File: src/rtl/mdu_seq.sv
// RV32M multiply/divide sequencer: shift-add multiply / restoring divide, 33 cycles start-to-done.
// Divide-by-zero and signed overflow finish in 1 cycle; stall_E holds IF/ID/E while a start is accepted or RUN.
module mdu_seq #(
    parameter int OP_WIDTH     = 32,
    parameter int FUNCT3_WIDTH = 3
) (
    input  logic                    clk,
    input  logic                    rst_n,
    input  logic                    start_E,
    input  logic [FUNCT3_WIDTH-1:0] funct3_E,
    input  logic [OP_WIDTH-1:0]     opA,
    input  logic [OP_WIDTH-1:0]     opB,
    input  logic                    flush_E,
    output logic                    stall_E,
    output logic                    busy,
    output logic                    done,
    output logic [OP_WIDTH-1:0]     mdu_result_E
);

    localparam int W  = OP_WIDTH;
    localparam int CW = $clog2(W);
    localparam logic [CW-1:0] LAST = CW'(W - 1);
    localparam logic [W-1:0]  MIN_NEG = {1'b1, {(W-1){1'b0}}};

    typedef enum logic [1:0] {
        S_IDLE = 2'd0,
        S_RUN  = 2'd1,
        S_DONE = 2'd2
    } state_t;

    state_t                  state_q, state_d;
    logic [CW-1:0]           cnt_q, cnt_d;
    logic [FUNCT3_WIDTH-1:0] funct3_q, funct3_d;
    logic                    sa_q, sa_d;
    logic                    sb_q, sb_d;
    logic [W-1:0]            a_q, a_d;
    logic [2*W-1:0]          b_q, b_d;
    logic [2*W-1:0]          acc_q, acc_d;
    logic [W-1:0]            res_q, res_d;
    logic                    busy_q, busy_d;
    logic                    done_q, done_d;

    // Operand decode for the instruction currently in E
    logic         is_div_e, sgn_a_e, sgn_b_e, sa_e, sb_e, special_e, accept_e;
    logic [W-1:0] mag_a_e, mag_b_e, special_res_e;

    always_comb begin
        is_div_e      = funct3_E[2];
        sgn_a_e       = is_div_e ? ~funct3_E[0] : (funct3_E[1:0] != 2'b11);
        sgn_b_e       = is_div_e ? ~funct3_E[0] : ~funct3_E[1];
        sa_e          = sgn_a_e & opA[W-1];
        sb_e          = sgn_b_e & opB[W-1];
        mag_a_e       = sa_e ? -opA : opA;
        mag_b_e       = sb_e ? -opB : opB;
        special_e     = 1'b0;
        special_res_e = '0;
        if (is_div_e && (opB == '0)) begin
            special_e     = 1'b1;
            special_res_e = funct3_E[1] ? opA : '1;
        end else if (is_div_e && !funct3_E[0] && (opA == MIN_NEG) && (opB == '1)) begin
            special_e     = 1'b1;
            special_res_e = funct3_E[1] ? '0 : MIN_NEG;
        end
        accept_e = start_E & ~flush_E;
    end

    // One iteration: divide shifts the dividend MSB into the remainder and the quotient bit into a_q
    logic [W:0]     rem_sh, rem_sub;
    logic           q_bit;
    logic [2*W-1:0] it_acc, it_b;
    logic [W-1:0]   it_a;

    always_comb begin
        rem_sh  = {acc_q[W-1:0], a_q[W-1]};
        rem_sub = rem_sh - {1'b0, b_q[W-1:0]};
        q_bit   = (rem_sh >= {1'b0, b_q[W-1:0]});
        if (funct3_q[2]) begin
            it_acc = {{(W-1){1'b0}}, (q_bit ? rem_sub : rem_sh)};
            it_a   = {a_q[W-2:0], q_bit};
            it_b   = b_q;
        end else begin
            it_acc = a_q[0] ? (acc_q + b_q) : acc_q;
            it_a   = a_q >> 1;
            it_b   = b_q << 1;
        end
    end

    logic [2*W-1:0] prod_fix;
    logic [W-1:0]   quo_fix, rem_fix, fin_res;

    always_comb begin
        prod_fix = (sa_q ^ sb_q) ? -it_acc : it_acc;
        quo_fix  = (sa_q ^ sb_q) ? -it_a : it_a;
        rem_fix  = sa_q ? -it_acc[W-1:0] : it_acc[W-1:0];
        case (funct3_q[2:0])
            3'b000:          fin_res = prod_fix[W-1:0];
            3'b001, 3'b010,
            3'b011:          fin_res = prod_fix[2*W-1:W];
            3'b100, 3'b101:  fin_res = quo_fix;
            default:         fin_res = rem_fix;
        endcase
    end

    always_ff @(posedge clk) begin
        if (!rst_n) begin
            state_q <= S_IDLE;
        end else begin
            state_q <= state_d;
        end
    end

    always_comb begin
        state_d = state_q;
        case (state_q)
            S_IDLE: begin
                if (accept_e) begin
                    state_d = special_e ? S_DONE : S_RUN;
                end
            end
            S_RUN: begin
                if (flush_E) begin
                    state_d = S_IDLE;
                end else if (cnt_q == LAST) begin
                    state_d = S_DONE;
                end
            end
            default: state_d = S_IDLE;
        endcase
    end

    always_comb begin
        cnt_d    = cnt_q;
        funct3_d = funct3_q;
        sa_d     = sa_q;
        sb_d     = sb_q;
        a_d      = a_q;
        b_d      = b_q;
        acc_d    = acc_q;
        res_d    = res_q;
        busy_d   = (state_d == S_RUN);
        done_d   = (state_d == S_DONE);
        case (state_q)
            S_IDLE: begin
                if (accept_e) begin
                    funct3_d = funct3_E;
                    sa_d     = sa_e;
                    sb_d     = sb_e;
                    a_d      = mag_a_e;
                    b_d      = {{W{1'b0}}, mag_b_e};
                    acc_d    = '0;
                    cnt_d    = '0;
                    if (special_e) begin
                        res_d = special_res_e;
                    end
                end
            end
            S_RUN: begin
                if (!flush_E) begin
                    cnt_d = cnt_q + CW'(1);
                    a_d   = it_a;
                    b_d   = it_b;
                    acc_d = it_acc;
                    if (cnt_q == LAST) begin
                        res_d = fin_res;
                    end
                end
            end
            default: ;
        endcase
    end

    always_ff @(posedge clk) begin
        if (!rst_n) begin
            cnt_q    <= '0;
            funct3_q <= '0;
            sa_q     <= 1'b0;
            sb_q     <= 1'b0;
            a_q      <= '0;
            b_q      <= '0;
            acc_q    <= '0;
            res_q    <= '0;
            busy_q   <= 1'b0;
            done_q   <= 1'b0;
        end else begin
            cnt_q    <= cnt_d;
            funct3_q <= funct3_d;
            sa_q     <= sa_d;
            sb_q     <= sb_d;
            a_q      <= a_d;
            b_q      <= b_d;
            acc_q    <= acc_d;
            res_q    <= res_d;
            busy_q   <= busy_d;
            done_q   <= done_d;
        end
    end

    assign stall_E      = (state_q == S_IDLE && accept_e) || (state_q == S_RUN);
    assign busy         = busy_q;
    assign done         = done_q;
    assign mdu_result_E = res_q;

endmodule

File: config.mk
export PLATFORM = sky130hd
export DESIGN_NAME = mdu_seq
export DESIGN_NICKNAME = d
export VERILOG_FILES = /design/src/rtl/mdu_seq.sv
export SDC_FILE = /design/constraint.sdc
export NUM_CORES = 1
export LEC_CHECK = 0
export CORE_ASPECT_RATIO = 0.7
export CORE_MARGIN = 10
export CORE_UTILIZATION = 40
export CTS_BUF_LIST = sky130_fd_sc_hd__clkbuf_4 sky130_fd_sc_hd__clkbuf_8
export DETAILED_ROUTE_END_ITERATION = 6
export PLACE_DENSITY = 0.66
export SYNTH_ARGS = -nofsm -noshare
export SYNTH_HDL_FRONTEND = slang
export SYNTH_SLANG_ARGS = --single-unit
File: constraint.sdc
create_clock -name clk -period 6.25 [get_ports clk]
set_input_delay 1.25 -clock clk [delete_from_list [all_inputs] [get_ports clk]]
set_output_delay 1.25 -clock clk [all_outputs]
set_load 0.01 [all_outputs]
==> flow_summary.ini, run 1 <==
[sta]
drv_slew = 0
rsz0062_at_grt = false
tightestPinTransition_ns = 1.198
min_period_ns = 5.808
slew_headroom = 0.1986
finalCritPeriodShare = 0.9293
setup_viol = 0
clock_skew_ns = 0.05876
holdWs_ns = 0.4808
fin_setup_tns_ns = 0
clock.fmax_mhz = 172.2
worst_slack_ns = 0.4416
hold_violations = 0

[clock_tree]
cts_htree_levels = 2
cts_root_buf = clkbuf_8
clk_pin_slew_ns = 0.06
cts_buffers = 40
cts_tree = yes
clock_latency_ns = 0.64
clockBufferDepth = 3
post-cts-setup-buffers = 0
cts.sinks = 206

[outcome]
status = finished, violations left
violations = DRC

[route]
vias = 25520
firstDrtPassIters = 7
drc = 5
wl_per_cell_um = 24.60
viasPerCell = 6.511
drt_iter0_drc = 3623
wl_um = 96400
antenna_left = 0

[worst_setup_path]
worst-path-stages = 17
cp_max_fo = 20
setup.worst_path.end = mdu_result_E[29]$_SDFFE_PN0P_
required_ns = 6.81
cp_cell_sequence = inv_1 -> ha_1 -> a21oi_1 -> o21ai_1 -> a211oi_4 -> o311ai_4 -> a21oi_2 -> buf_4 -> a211oi_1 -> nor3b_1 -> nor4_1 -> and4b_1 -> nand3_2 -> buf_4 -> o31ai_1 -> or3_1 -> nand3_1
critPathKind = reg2reg
cp_top_family = simple AND/OR/NAND/NOR gates
cpPeakStageDelay_ns = 0.90
path_buf_inv = 3
crit_arrival_ns = 6.37
r2r_start = b_q[24]$_SDFFE_PN0P_
critPathLaunchType = register
startpoint = b_q[24]$_SDFFE_PN0P_
crit_top_cell = buf_4
crit_path_end_kind = register
r2r-end = mdu_result_E[29]$_SDFFE_PN0P_
ff2ff_setup_slack_ns = 0.44
critPathSlowestCell = nor3b_1
ff2ff_path_depth = 17

[synth]
synth_flop_cell = dfxtp_1
ys_warn_count = 0
async_flop_share = 0
syn_area_um2 = 21700
yosysUniqueCellTypes = 105
yosysSeqAreaShare = 0.1900
synth_edf_count = 0
ys_seq_elements = 206
synth_cells = 3124
avgSynthCellArea_um2 = 6.948
syn_nets = 3298

[place]
dp_hpwl_um = 74660
place_ws_ns = 0.3127
gp_congestion = 1.075
portBuffers = 105

[global_routing]
grt_pass1_wl_um = 145300
grt_pass1_vias = 23180
overflow = 0
grt_antenna_before_repair = 2
grtUsageTotal = 0.2850
grt_max_degree = 90

[floorplan]
die_w_um = 298.4
initial_core_util = 0.4045
num_io_pins = 106
die_y_um = 214.9
die_area_um2 = 64130
rows = 71
core_um2 = 53660

[finish]
final_common_cell = nor2_1
area_delta_synth_final_pct = 12.91
final_cell_mix = nor2_1 (399), a21oi_1 (321), nand2_1 (317), dfxtp_1 (205), o21ai_0 (177)
fill_cells = 5596
fin_nets = 3334
drive_gt1_frac = 0.07999

[pwr]
p_leak_nw = 9.163
ir_drop_mv = 0.1306
p_per_area_nw_per_um2 = 177.8

[run]
max_cap_violations = 0

[min_path]
min_from = b_q[62]$_SDFFE_PN0P_
hold_class = reg2reg
## worst min-delay path by stage
stage                           endpoint  slack, ns  depth (start not counted)
floorplan           b_q[32]$_SDFFE_PN0P_       0.45                          2
global placement    b_q[46]$_SDFFE_PN0P_       0.47                          2
detailed placement  b_q[37]$_SDFFE_PN0P_       0.47                          2
CTS                 b_q[37]$_SDFFE_PN0P_       0.47                          2
global route        b_q[37]$_SDFFE_PN0P_       0.48                          2
finish              b_q[62]$_SDFFE_PN0P_       0.48                          2
## synth_stat cells (10+ instances only)
| cell type | instances | area, um2 |
|---|---|---|
| a221oi_1 | 44 | 385.4 |
| and3_1 | 25 | 156.4 |
| nand3_1 | 93 | 465.5 |
| or3_1 | 30 | 187.7 |
| a21o_1 | 53 | 397.9 |
| a311oi_1 | 15 | 131.4 |
| nand2b_1 | 21 | 131.4 |
| and4_1 | 13 | 113.9 |
| mux2_2 | 10 | 112.6 |
| o2111ai_1 | 12 | 105.1 |
| nor2_1 | 404 | 1516 |
| nand4_1 | 60 | 375.4 |
| o21ai_0 | 179 | 895.9 |
| ha_1 | 101 | 1264 |
| nor2b_1 | 20 | 125.1 |
| a31oi_1 | 37 | 231.5 |
| mux2i_1 | 44 | 440.4 |
| a211oi_1 | 75 | 563.0 |
| o21bai_1 | 12 | 90.09 |
| dfxtp_1 | 206 | 4124 |
| xnor2_1 | 72 | 630.6 |
| clkbuf_1 | 168 | 630.6 |
| o21ai_1 | 18 | 90.09 |
| o211ai_1 | 44 | 330.3 |
| o41ai_1 | 12 | 105.1 |
| nor4_1 | 25 | 156.4 |
| inv_1 | 78 | 292.8 |
| o211a_1 | 11 | 110.1 |
| o21a_1 | 19 | 142.6 |
| or2_2 | 13 | 81.33 |
| and2_1 | 22 | 137.6 |
| a211o_1 | 12 | 105.1 |
| buf_2 | 19 | 95.09 |
| nand2_1 | 317 | 1190 |
| xor2_1 | 95 | 832.1 |
| o31ai_1 | 44 | 330.3 |
| a21oi_1 | 322 | 1612 |
| a22oi_1 | 66 | 495.5 |
| nor3_1 | 82 | 410.4 |
| buf_1 | 20 | 75.07 |
## power breakdown
part	switching [mW]	total, mW	internal [mW]
Sequential	0.0520	1.40	1.35
Combinational	1.01	1.52	0.506
Clock	0.686	1.44	0.752
Total	1.75	4.36	2.61
## kinds of logic (layout without fill, tap and decap cells)
logic type                 Yosys count  in the layout  share of synthesized area
AOI/OAI and AO/OA                 1125           1125                     0.3499
xor gates and xnor gates           167            167                    0.06739
adders and majority gates          103            103                    0.06007
buffers and inverters              296            360                    0.05459
DFF                                206            206                     0.1900
muxes                               55             55                    0.02600
other                                0              1                          0
and+or+nand+nor                   1172           1172                     0.2521
## per-stage QoR
stage / power [mW] / cell area, um2 / cells / util
finish: 4.358 / 24510 / 3919 / 0.4567
global route: 4.524 / 24510 / 3919 / 0.4567
global placement: 2.883 / 23700 / 3848 / 0.4417
detailed placement: 2.871 / 23700 / 3848 / 0.4417
CTS: 4.301 / 24500 / 3918 / 0.4567
floorplan: 2.374 / 21700 / 3124 / -
## tightest hold or removal path: stages (launching register included)
cell and delay [ns]:
dfxtp_1 0.32, nand2_1 0.06, a21oi_1 0.05
## metal layers
metal	track usage	share of wire	vias to the layer above
met5	0.01074	0.0011	-
met2	0.3636	0.36	1687
met1	0.4216	0.45	11870
li1	-	-	11770
met4	0.06739	0.025	4
met3	0.1200	0.16	196
## state kept, by name (all words and copies together) (netlist names)
register      flops
mdu_result_E     32
busy              1
sb_q              1
acc_q            64
state_q           2
b_q              64
a_q              32
sa_q              1
funct3_q          3
done              1
cnt_q             5
## layout make-up
cell class                      instances  area (um2)  share of cell area
Clock inverter                         12       76.32            0.003114
Tap cell                              730       913.4             0.03727
Timing Repair Buffer                  211        1859             0.07587
Inverter                               79       301.5             0.01230
Antenna cell                            1       2.502           0.0001021
Clock buffer                           58       729.5             0.02976
Multi-Input combinational cell       2622       16500              0.6732
Sequential cell                       206        4128              0.1684
## what timing repair did
action | CTS | global route
setup endpoints to repair | 0 | 1
hold buffers | 0 | 0
resized for setup | 0 | 1
Note: power is estimated with default switching activity, not from simulation.
==> inputs of run 2 (changes only) <==
--- a/config.mk
+++ b/config.mk
@@ -5,7 +5,7 @@
 export SDC_FILE = /design/constraint.sdc
 export NUM_CORES = 1
 export LEC_CHECK = 0
-export CORE_ASPECT_RATIO = 0.7
+export CAP_MARGIN = 20
 export CORE_MARGIN = 10
 export CORE_UTILIZATION = 40
 export CTS_BUF_LIST = sky130_fd_sc_hd__clkbuf_4 sky130_fd_sc_hd__clkbuf_8
==> run 2 against run 1 <==
- critical path depth is 2 lower
- the flow now finishes without violations
- worst hold slack better by 0.0016 ns
- final area is 0.11% higher
- maximum frequency is 1.8% lower
- via count is 0.53% lower
- die area is 0.23% lower
- highest routed layer unchanged
- critical path type unchanged
- global-route usage is 0.65 points lower
- register-to-register slack worse by 0.10 ns
- non-clock buffer count is 3 lower
==> flow_summary.ini, run 2 (synthesized netlist as in run 1, its figures left out) <==
[place]
placed_area_um2 = 23610
dp_hpwl_um = 71200
gp_congestion = 1.058
portBuffers = 105

[sta]
holdWs_ns = 0.4824
fin_setup_tns_ns = 0
slew_headroom = 0.3373
finalCritPeriodShare = 0.9461
clock.fmax_mhz = 169.1
setup_viol = 0
drv_slew = 0
tightestPinTransition_ns = 0.9904
rsz0062_at_grt = false
min_period_ns = 5.913
clock_skew_ns = 0.05210
hold_violations = 0

[pwr]
p_leak_nw = 9.198
ir_drop_mv = 0.1772
p_per_area_nw_per_um2 = 183.2

[clock_tree]
clk_pin_slew_ns = 0.06
clock_latency_ns = 0.66
cts_resized = 0
clockBufferDepth = 3
post-cts-setup-buffers = 0
cts_htree_levels = 2
cts_root_buf = clkbuf_8
postCtsHoldBufs = 0
cts_buffers = 41
cts.sinks = 206
cts_tree = yes

[run]
max_cap_violations = 0

[worst_setup_path]
crit_path_end_kind = register
cpPeakStageDelay_ns = 0.63
cp_cell_sequence = ha_1 -> a21oi_1 -> o21ai_0 -> a22o_1 -> o311ai_2 -> a21o_1 -> a21oi_1 -> a211oi_1 -> nand4_1 -> nor4_4 -> nand3_2 -> buf_4 -> nor4_4 -> mux2i_1 -> o22ai_1
critPathKind = reg2reg
cp_top_family = compound AO/OA/AOI/OAI gates
crit_arrival_ns = 6.41
critPathSlowestCell = a211oi_1
required_ns = 6.75
critPathLaunchType = register
path_buf_inv = 1
cp_max_fo = 14

[finish]
final_cell_mix = nor2_1 (399), a21oi_1 (321), nand2_1 (317), dfxtp_1 (205), o21ai_0 (178)
area_delta_synth_final_pct = 13.04
fin_area_um2 = 24530
fin_nets = 3332
antenna_cells = 0
drive_gt1_frac = 0.08028
biggestRegsByFlops = acc_q: 64 flops, b_q: 64 flops
final_common_cell = nor2_1

[global_routing]
met1_usage = 0.3640
use_met2 = 0.4205
busiest_layer = met2
grt_pass1_wl_um = 140200
overflow = 0
grt_max_degree = 82
grt_pass1_vias = 22950
grtUsageTotal = 0.2785
grtUsageMet3 = 0.06305
grt_antenna_before_repair = 1

[route]
vias = 25380
drc = 0
viasPerCell = 6.534
wl_um = 93200
drt_iter0_drc = 3131
wl_per_cell_um = 23.99
firstDrtPassIters = 6
antenna_left = 0

[floorplan]
core_um2 = 53810
die_area_um2 = 63980
rows = 85
initial_core_util = 0.4033
num_io_pins = 106
die_y_um = 252.9
die_w_um = 252.9

[min_path]
hold_class = reg2reg

[outcome]
status = finished clean
[run 2: final timing paths]
kind,startpoint,endpoint,slack [ns],cells past startpoint
hold reg to reg,b_q[40]$_SDFFE_PN0P_,b_q[40]$_SDFFE_PN0P_,0.48,2
setup reg to reg,acc_q[9]$_SDFFE_PN0P_,mdu_result_E[28]$_SDFFE_PN0P_,0.34,15
setup / recovery,acc_q[9]$_SDFFE_PN0P_,mdu_result_E[28]$_SDFFE_PN0P_,0.34,15
hold / removal,b_q[40]$_SDFFE_PN0P_,b_q[40]$_SDFFE_PN0P_,0.48,2
[run 2: layout make-up]
class,instances,area (um2)
flip-flops and latches,206,4128
well taps,696,870.8
clock buffers,65,819.5
repair buffers,208,1832
inverters,79,301.5
fillers,5549,29280
clock inverters,9,86.33
multi-input cells,2622,16500
[run 2: worst min-delay path, delay by kind of cell, from the launching register on]
family | cells | cell delay (ns)
flip-flops | 1 | 0.32
AND/OR/NAND/NOR | 1 | 0.06
AO/OA/AOI/OAI | 1 | 0.05
[run 2: where the power goes]
part | internal (mW) | switching, mW | total [mW]
clock | 0.876 | 0.733 | 1.61
sequential | 1.35 | 0.0510 | 1.40
combinational | 0.502 | 0.985 | 1.49
[run 2: routing by layer]
layer	vias up	part of all wire
met4	2	0.057
met2	1493	0.42
li1	11770	-
met3	281	0.11
met5	-	0.000097
met1	11840	0.41
[run 2: through the flow]
step	utilization	cells	total power, mW	setup WS (ns)
global placement	0.4387	3809	2.850	0.5388
CTS	0.4555	3883	4.448	0.6730
finish	0.4559	3885	4.496	0.3368
global route	0.4559	3885	4.650	0.1021
detailed placement	0.4387	3809	2.848	0.3477
floorplan	-	3124	2.374	1.583
